<file path="src/rtl/pf_insn_queue_pkg.sv">
// Shared CPU definitions for the prefetch/decode boundary: default widths
// and the instruction-entry record carried through the instruction queue.
package pf_insn_queue_pkg;

  localparam int AW = 30;
  localparam int DW = 32;

  typedef struct packed {
    logic          illegal;
    logic [AW+1:0] pc;
    logic [DW-1:0] insn;
  } insn_entry_t;

endpackage

</file>
<file path="src/rtl/pf_insn_queue_sync_fifo_ptrs.sv">
// Read/write pointer and occupancy bookkeeping for a power-of-two synchronous
// FIFO. Flush returns everything to the empty state on the next edge.
module pf_insn_queue_sync_fifo_ptrs #(
  parameter int LGDEPTH = 2
) (
  input  logic               i_clk,
  input  logic               i_reset_n,
  input  logic               flush,
  input  logic               push,
  input  logic               pop,
  output logic [LGDEPTH-1:0] rd_ptr,
  output logic [LGDEPTH-1:0] wr_ptr,
  output logic [LGDEPTH:0]   fill,
  output logic               full,
  output logic               empty
);

  localparam logic [LGDEPTH:0] FULL_COUNT = (LGDEPTH+1)'(1 << LGDEPTH);

  always_ff @(posedge i_clk or negedge i_reset_n) begin
    if (!i_reset_n) begin
      rd_ptr <= '0;
      wr_ptr <= '0;
      fill   <= '0;
    end else if (flush) begin
      rd_ptr <= '0;
      wr_ptr <= '0;
      fill   <= '0;
    end else begin
      if (push)
        wr_ptr <= wr_ptr + 1'b1;
      if (pop)
        rd_ptr <= rd_ptr + 1'b1;
      // Simultaneous push and pop leaves occupancy unchanged.
      case ({push, pop})
        2'b10:   fill <= fill + 1'b1;
        2'b01:   fill <= fill - 1'b1;
        default: fill <= fill;
      endcase
    end
  end

  assign full  = (fill == FULL_COUNT);
  assign empty = (fill == '0);

endmodule

</file>
<file path="src/rtl/pf_insn_queue.sv">
// Instruction queue between the single-word prefetch and the decoder. Holds
// {illegal, pc, insn}; stops accepting after a bus-error word until flushed.
module pf_insn_queue
  import pf_insn_queue_pkg::*;
#(
  parameter int ADDRESS_WIDTH = AW,
  parameter int DATA_WIDTH    = DW,
  parameter int LGDEPTH       = 2
) (
  input  logic                     i_clk,
  input  logic                     i_reset_n,
  input  logic                     i_flush,
  input  logic                     i_pf_valid,
  input  logic                     i_pf_illegal,
  input  logic [DATA_WIDTH-1:0]    i_pf_insn,
  input  logic [ADDRESS_WIDTH+1:0] i_pf_pc,
  output logic                     o_pf_ready,
  output logic                     o_valid,
  output logic                     o_illegal,
  output logic [DATA_WIDTH-1:0]    o_insn,
  output logic [ADDRESS_WIDTH+1:0] o_pc,
  input  logic                     i_ready,
  output logic [LGDEPTH:0]         o_fill
);

  localparam int DEPTH = 1 << LGDEPTH;

  typedef struct packed {
    logic                     illegal;
    logic [ADDRESS_WIDTH+1:0] pc;
    logic [DATA_WIDTH-1:0]    insn;
  } entry_t;

  entry_t             mem [DEPTH];
  entry_t             head;
  logic [LGDEPTH-1:0] rd_ptr;
  logic [LGDEPTH-1:0] wr_ptr;
  logic               full;
  logic               empty;
  logic               push;
  logic               pop;
  logic               err_seen;

  // Ready depends only on registered state and flush, never on i_ready.
  assign o_pf_ready = !full && !err_seen && !i_flush;
  assign o_valid    = !empty;
  assign push       = i_pf_valid && o_pf_ready;
  assign pop        = o_valid && i_ready && !i_flush;

  pf_insn_queue_sync_fifo_ptrs #(
    .LGDEPTH (LGDEPTH)
  ) u_ptrs (
    .i_clk     (i_clk),
    .i_reset_n (i_reset_n),
    .flush     (i_flush),
    .push      (push),
    .pop       (pop),
    .rd_ptr    (rd_ptr),
    .wr_ptr    (wr_ptr),
    .fill      (o_fill),
    .full      (full),
    .empty     (empty)
  );

  always_ff @(posedge i_clk) begin
    if (push)
      mem[wr_ptr] <= '{illegal: i_pf_illegal, pc: i_pf_pc, insn: i_pf_insn};
  end

  always_ff @(posedge i_clk or negedge i_reset_n) begin
    if (!i_reset_n)
      err_seen <= 1'b0;
    else if (i_flush)
      err_seen <= 1'b0;
    else if (push && i_pf_illegal)
      err_seen <= 1'b1;
  end

  // Storage is not reset, so the illegal flag is qualified by valid.
  assign head      = mem[rd_ptr];
  assign o_illegal = o_valid && head.illegal;
  assign o_insn    = head.insn;
  assign o_pc      = head.pc;

endmodule

</file>
<file path="config.mk">
export PLATFORM = sky130hd
export DESIGN_NAME = pf_insn_queue
export DESIGN_NICKNAME = d
export VERILOG_FILES = /design/src/rtl/pf_insn_queue_pkg.sv /design/src/rtl/pf_insn_queue_sync_fifo_ptrs.sv /design/src/rtl/pf_insn_queue.sv
export SDC_FILE = /design/constraint.sdc
export NUM_CORES = 1
export LEC_CHECK = 0
export ABC_CLOCK_PERIOD_IN_PS = 5900
export CELL_PAD_IN_SITES_DETAIL_PLACEMENT = 0
export CELL_PAD_IN_SITES_GLOBAL_PLACEMENT = 1
export CORE_MARGIN = 2
export CORE_UTILIZATION = 51
export CTS_CLUSTER_DIAMETER = 100
export DETAILED_ROUTE_END_ITERATION = 16
export PLACE_DENSITY_LB_ADDON = 0.05
export SETUP_SLACK_MARGIN = 0.15
export SLEW_MARGIN = 40
export SYNTH_ARGS = -nofsm -noshare
export SYNTH_HDL_FRONTEND = slang
export SYNTH_SLANG_ARGS = --single-unit
</file>
<file path="constraint.sdc">
create_clock -name i_clk -period 5.9 [get_ports i_clk]
set_clock_uncertainty 0.15 [all_clocks]
set_input_delay 0.59 -clock i_clk [delete_from_list [all_inputs] [get_ports i_clk]]
set_output_delay 0.59 -clock i_clk [all_outputs]
set_load 0.05 [all_outputs]
</file>
==> results.json <==
{
  "outcome": "completed",
  "synth_top_family_by_area": "multiplexers",
  "dp_hpwl_mm": 10.70,
  "post_cts_buffers": 0,
  "fp.coreArea_um2": 19270,
  "drtIter0Drc": 210,
  "synth_area_per_cell_um2": 25.13,
  "p_leak_nw": 4.008,
  "cts-resized-gates": 0,
  "num-nets-final": 632,
  "syn_to_final_growth_pct": 27.51,
  "crit_type": "register to output pin",
  "setup_viol": 0,
  "pwr_density_cell_nw_per_um2": 463.9,
  "fmax_ghz": 0.2769,
  "num_vias": 4493,
  "finish.utilization_pct": 65.69,
  "ir_drop_mv": 0.3683,
  "rrSetupSlack_ns": 3.21,
  "ios": 140,
  "clock_latency_ns": 0.52,
  "drt-pass1-iter-count": 4,
  "critPathMaxFanout": 30,
  "worst_slew_pin_slew_ns": 0.7076,
  "arrival_ns": 2.87,
  "most-common-layout-cells": "260 x edfxtp_1, 139 x clkdlybuf4s50_1, 65 x mux4_2",
  "tns_ns": 0,
  "ys_types": 33,
  "grt_max_degree": 38,
  "synth-edff-count": 260,
  "ff2ff_path_depth": 7,
  "overflow": 0,
  "period_share_pct": 61.21,
  "die_h_um": 143.5,
  "multi_input_area_um2": 1822,
  "async_flop_share_pct": 2.985,
  "cts.sinks": 268,
  "synth_fa_ha_area_share_pct": 0.7058,
  "syn_nets": 470,
  "ys_warn_count": 0,
  "rsz0062_at_grt": "false",
  "timing.rr.end": "u_ptrs.fill[2]$_DFFE_PN0P_",
  "gp_congestion": 0.7621,
  "rows": 51,
  "synth_compound_area_share_pct": 0.2143,
  "syn_inst": 395,
  "layout_commonest_cell": "edfxtp_1",
  "slew_headroom_pct": 52.63,
  "grt_pass1_wl_mm": 27.41,
  "cp.required_ns": 5.16,
  "cts_tree": "done",
  "ys.flop_type": "edfxtp_1",
  "via_per_inst": 5.323,
  "hold_buffers": 0,
  "hold_viol_final": 0,
  "synth_area_leaders": "edfxtp_1 79%, mux4_2 15%, dfrtp_1 2.0%",
  "final_layout_size_suffix_gt1_share_pct": 21.63,
  "clockBufferDepth": 3,
  "netlist_area_um2": 9927,
  "grt_pass1_vias": 4893,
  "yosys.area.top_type": "edfxtp_1",
  "antenna_found_initial": 0,
  "synthXorXnorAreaFrac_pct": 0.3403,
  "slew_violations": 0,
  "cp-start-kind": "register",
  "synth.area.mux_share_pct": 15.19,
  "critPathCaptureType": "output pin",
  "ant_nets": 0,
  "die_area_um2": 20600,
  "regArea_um2": 8015,
  "wl_mm": 17.89,
  "clk_pin_slew_ns": 0.06,
  "maxCapViolCount": 0,
  "cts_max_level": 1,
  "numCtsBuffers": 28,
  "ys_seq_area_share_pct": 80.67,
  "route.detailed.wl_per_inst_um": 21.20,
  "start_util_pct": 51.51,
  "fillCellCount": 1300,
  "holdCritPathClass": "primary input to asynchronous set/reset pin",
  "port_buffers": 139,
  "r2r_start": "u_ptrs.fill[2]$_DFFE_PN0P_",
  "synth-simple-area-share_pct": 1.802,
  "synth_top_area_share_pct": 78.65,
  "grt_usage_pct": 17.96,
  "min_period_ns": 3.612,
  "cts_root_buf": "clkbuf_16",
  "drc": 0,
  "synth_seq_cells": 268,
  "die_x_um": 143.5
}
==> power by group <==
part	leakage, nW	switching (mW)	total [mW]	internal (mW)
combinational	1.12	1.17	1.93	0.751
sequential	2.46	0.0544	2.28	2.23
clock	0.424	0.683	1.66	0.982
==> through the flow <==
| stage | setup slack (ns) | hold WS, ns | instance area, µm² | power (mW) | std cells |
|---|---|---|---|---|---|
| 2_1_floorplan | 2.376 | 0.1444 | 9927 | 3.687 | 395 |
| 3_3_place_gp | 2.337 | 0.4174 | 11590 | 4.240 | 783 |
| 3_5_place_dp | 2.379 | 0.4400 | 11770 | 4.273 | 792 |
| 4_1_cts | 2.178 | 0.2232 | 12650 | 5.950 | 843 |
| 5_1_grt | 2.136 | 0.2146 | 12660 | 6.113 | 843 |
| 6_report | 2.288 | 0.2198 | 12660 | 5.872 | 844 |
==> registers in the layout, summed over array words and instances, names as in the netlist <==
signal,flops
err_seen,1
u_ptrs.rd_ptr,2
mem,260
u_ptrs.fill,3
u_ptrs.wr_ptr,2
==> worst max-delay path, stage by stage, from the launching register on <==
cell	delay [ns]
dfrtp_4	0.40
buf_4	0.50
mux4_2	0.56
and2_1	0.17
clkdlybuf4s50_1	0.70
==> routing by layer <==
layer  part of all wire, %  track usage [%]  up-vias
li1                      -                -     2001
met5                     0                0        -
met4                   2.3            5.779        0
met1                    41            23.17     2347
met3                   5.5            4.232       31
met2                    51            30.50      114
==> cell families (layout without fill, tap and decap cells) <==
family / after synthesis / in the layout
AOI/OAI and AO/OA: 3 / 3
xor gates and xnor gates: 3 / 3
adders and majority gates: 5 / 5
buffers and inverters: 21 / 204
DFF: 268 / 268
muxes: 69 / 69
other: 0 / 1
and+or+nand+nor: 26 / 26
==> area by class of cell <==
class / instances / share of cell area, %
Multi-Input combinational cell: 106 / 14.39
Clock inverter: 16 / 1.028
Antenna cell: 1 / 0.01977
Tap cell: 265 / 2.619
Inverter: 3 / 0.08896
Clock buffer: 35 / 5.911
Timing Repair Buffer: 150 / 12.62
Sequential cell: 268 / 63.32
==> worst max-delay path by stage <==
stage	from	endpoint	slack, ns
2_1_floorplan	u_ptrs.fill[0]$_DFFE_PN0P_	mem[0][0]$_DFFE_PP_	2.38
6_report	u_ptrs.rd_ptr[0]$_DFFE_PN0P_	o_illegal	2.29
5_1_grt	u_ptrs.rd_ptr[0]$_DFFE_PN0P_	o_illegal	2.14
3_5_place_dp	i_flush	u_ptrs.fill[2]$_DFFE_PN0P_	2.38
4_1_cts	u_ptrs.rd_ptr[0]$_DFFE_PN0P_	o_pc[24]	2.18
3_3_place_gp	i_flush	mem[1][21]$_DFFE_PP_	2.34
==> cells in the mapped netlist (all sizes together) (2+ instances only) <==
master	n
xor2	3
buf	13
inv	3
dfrtp	8
nor3	2
clkbuf	5
nor2b	2
ha	4
nor2	5
edfxtp	260
mux2	3
nand2	4
mux4	65
and2	5
Note: power is estimated with default switching activity, not from simulation.
==> RTL edit: new RTL, same settings <==
`LGDEPTH` is set to 2 in 2 places; all go to 3.
--- a/src/rtl/pf_insn_queue_sync_fifo_ptrs.sv
+++ b/src/rtl/pf_insn_queue_sync_fifo_ptrs.sv
@@ -1,7 +1,7 @@
 // Read/write pointer and occupancy bookkeeping for a power-of-two synchronous
 // FIFO. Flush returns everything to the empty state on the next edge.
 module pf_insn_queue_sync_fifo_ptrs #(
-  parameter int LGDEPTH = 2
+  parameter int LGDEPTH = 3
 ) (
   input  logic               i_clk,
   input  logic               i_reset_n,
--- a/src/rtl/pf_insn_queue.sv
+++ b/src/rtl/pf_insn_queue.sv
@@ -5,7 +5,7 @@
 #(
   parameter int ADDRESS_WIDTH = AW,
   parameter int DATA_WIDTH    = DW,
-  parameter int LGDEPTH       = 2
+  parameter int LGDEPTH       = 3
 ) (
   input  logic                     i_clk,
   input  logic                     i_reset_n,
Ports: changed (resized o_fill); port bits go from 140 to 141. The function was not compared with the original's and may differ.
==> RTL edit against the original RTL <==
Wire length rose by 120%. Power up 74%. Combinational power grew 37%. Highest routed layer is now met5. Worst setup slack got worse by 0.67 ns. Critical endpoint is now o_pc[6]. Cell area is 90% higher. Area after synthesis up 100%. Largest cell class unchanged. Global-route usage increased by 1.9 points. Sequential cell count rose by 263. Largest power group unchanged.
==> RTL edit: results (changes against the original RTL) <==
Cells and area
  – Clk_buf instances: 69 (+97%)
  – Biggest regs: mem (520), u_ptrs.fill (4)
  – Nets: 1,089 (+72%)
  – Non-clock buffers, area share: 6.95% (-5.7 points)
  – # diodes: 0 (-1)
  – Non-clock buffer count: 163 (+8.7%)
  – Multi-input gate area: 4220 um^2 (+130%)
  – Register area: 15,900 um^2 (+98%)
  – Non-clock inverters: 1 (-2)
  – Layout cells sized above 1: 29.7% (+8.1 points)
  – Number of multi-input combinational cells: 266 (+150%)

Placed design
  – Gpl congestion: 0.801 (+5.1%)
  – Placement Setup Slack: 1.81 ns (-0.568 ns)
  – Buffers on Ports: 140 (+0.72%)
  – HPWL Detailed: 22.0 mm (+110%)

Clock network
  – Sink Count: 531 (+98%)
  – Cts bufs inserted: 52 (+86%)
  – Worst-Skew Late Latency: 0.57 ns (+0.05 ns)
  – H-tree depth: 2 (+1)

Synthesis
  – Seq/Total Area, Yosys: 78.4% (-2.3 points)
  – Async set-reset flop share out of synthesis: 2.07% (-0.91 points)
  – Synth top cells by count: edfxtp_1 (520), mux4_2 (130), mux2_2 (65)
  – Area contributors post-synth: edfxtp_1 (77%), mux4_2 (14%), mux2_2 (3.6%), dfrtp_1 (1.4%), buf_4 (0.41%)
  – Syn_nets: 912 (+94%)
  – Yosys cell types: 42 (+27%)
  – Post-synth EDFFs: 520 (+100%)

GRT
  – Largest net degree at the start of global routing: 77 (+100%)
  – Initial antenna violation count: 3 (+3)
  – First-pass GRT wire length: 60.4 mm (+120%)
  – Total track usage: 19.9% (+1.9 points)

Power
  – Pleak: 7.42 nW (+85%)
  – Int Power: 0.00729 W (+84%)
  – Switching power: 0.00293 W (+53%)
  – Worst vdd ir: 0.390 mV (+5.8%)
  – Seq pwr share: 43.0% (+4.1 points)
  – Clock group share of total power: 31.2% (+2.9 points)

Routing
  – Iteration-0 DRC Markers: 523 (+150%)
  – Routed wire length: 40.0 mm (+120%)
  – Via count: 9,038 (+100%)

Outcome
  – Status: completed

Critical path
  – WP data arrival: 3.54 ns (+0.67 ns)
  – CP peak stage delay: 0.74 ns (+0.04 ns)
[RTL edit: changes by cell type in the layout (fill, tap and decap cells not counted), sizes merged, moves of 8 or more]
cell    delta
buf       +12
mux4      +65
clkbuf    +34
edfxtp   +260
mux2      +63
clkinv     +8
[RTL edit: kinds of logic after synthesis]
family	count (synthesis)	share of synthesized area, %
AND/OR/NAND/NOR	45	1.39
buffers and inverters	41	1.07
multiplexers	196	18.1
flip-flops	531	78.4
AO/OA/AOI/OAI	17	0.599
adder cells (fa/ha/maj)	4	0.247
XOR/XNOR	4	0.173
[RTL edit: metrics by stage]
step	TNS, ns	util [%]	hold slack, ns	cell area (um^2)	instances
2_1_floorplan	-665.04	-	0.144	20300	838
3_3_place_gp	0	56.8	0.435	22400	1484
3_5_place_dp	0	56.9	0.455	22500	1486
4_1_cts	0	61.1	0.216	24100	1581
5_1_grt	0	61.1	0.265	24100	1581
6_report	0	61.1	0.226	24100	1581
[RTL edit: metal layers]
layer / GRT usage, % / routed length, um / vias up
met2: 33.9 / 20700 / 220
met4: 5.53 / 743 / 4
li1: - / - / 3938
met3: 3.85 / 2180 / 61
met5: 0 / 24 / -
met1: 26.5 / 16300 / 4815
[RTL edit: path summary, 6_finish.rpt]
check,startpoint,to,slack [ns],cells after the start
max,u_ptrs.rd_ptr[1],o_pc[6],1.62,5
min reg2reg,err_seen,err_seen,0.49,1
min in group i_clk,err_seen,err_seen,0.49,1
min,i_reset_n,u_ptrs.fill[1],0.23,1
max in group asynchronous,i_reset_n,u_ptrs.rd_ptr[1],4.96,1
max reg2reg,err_seen,mem[7][38],2.77,5
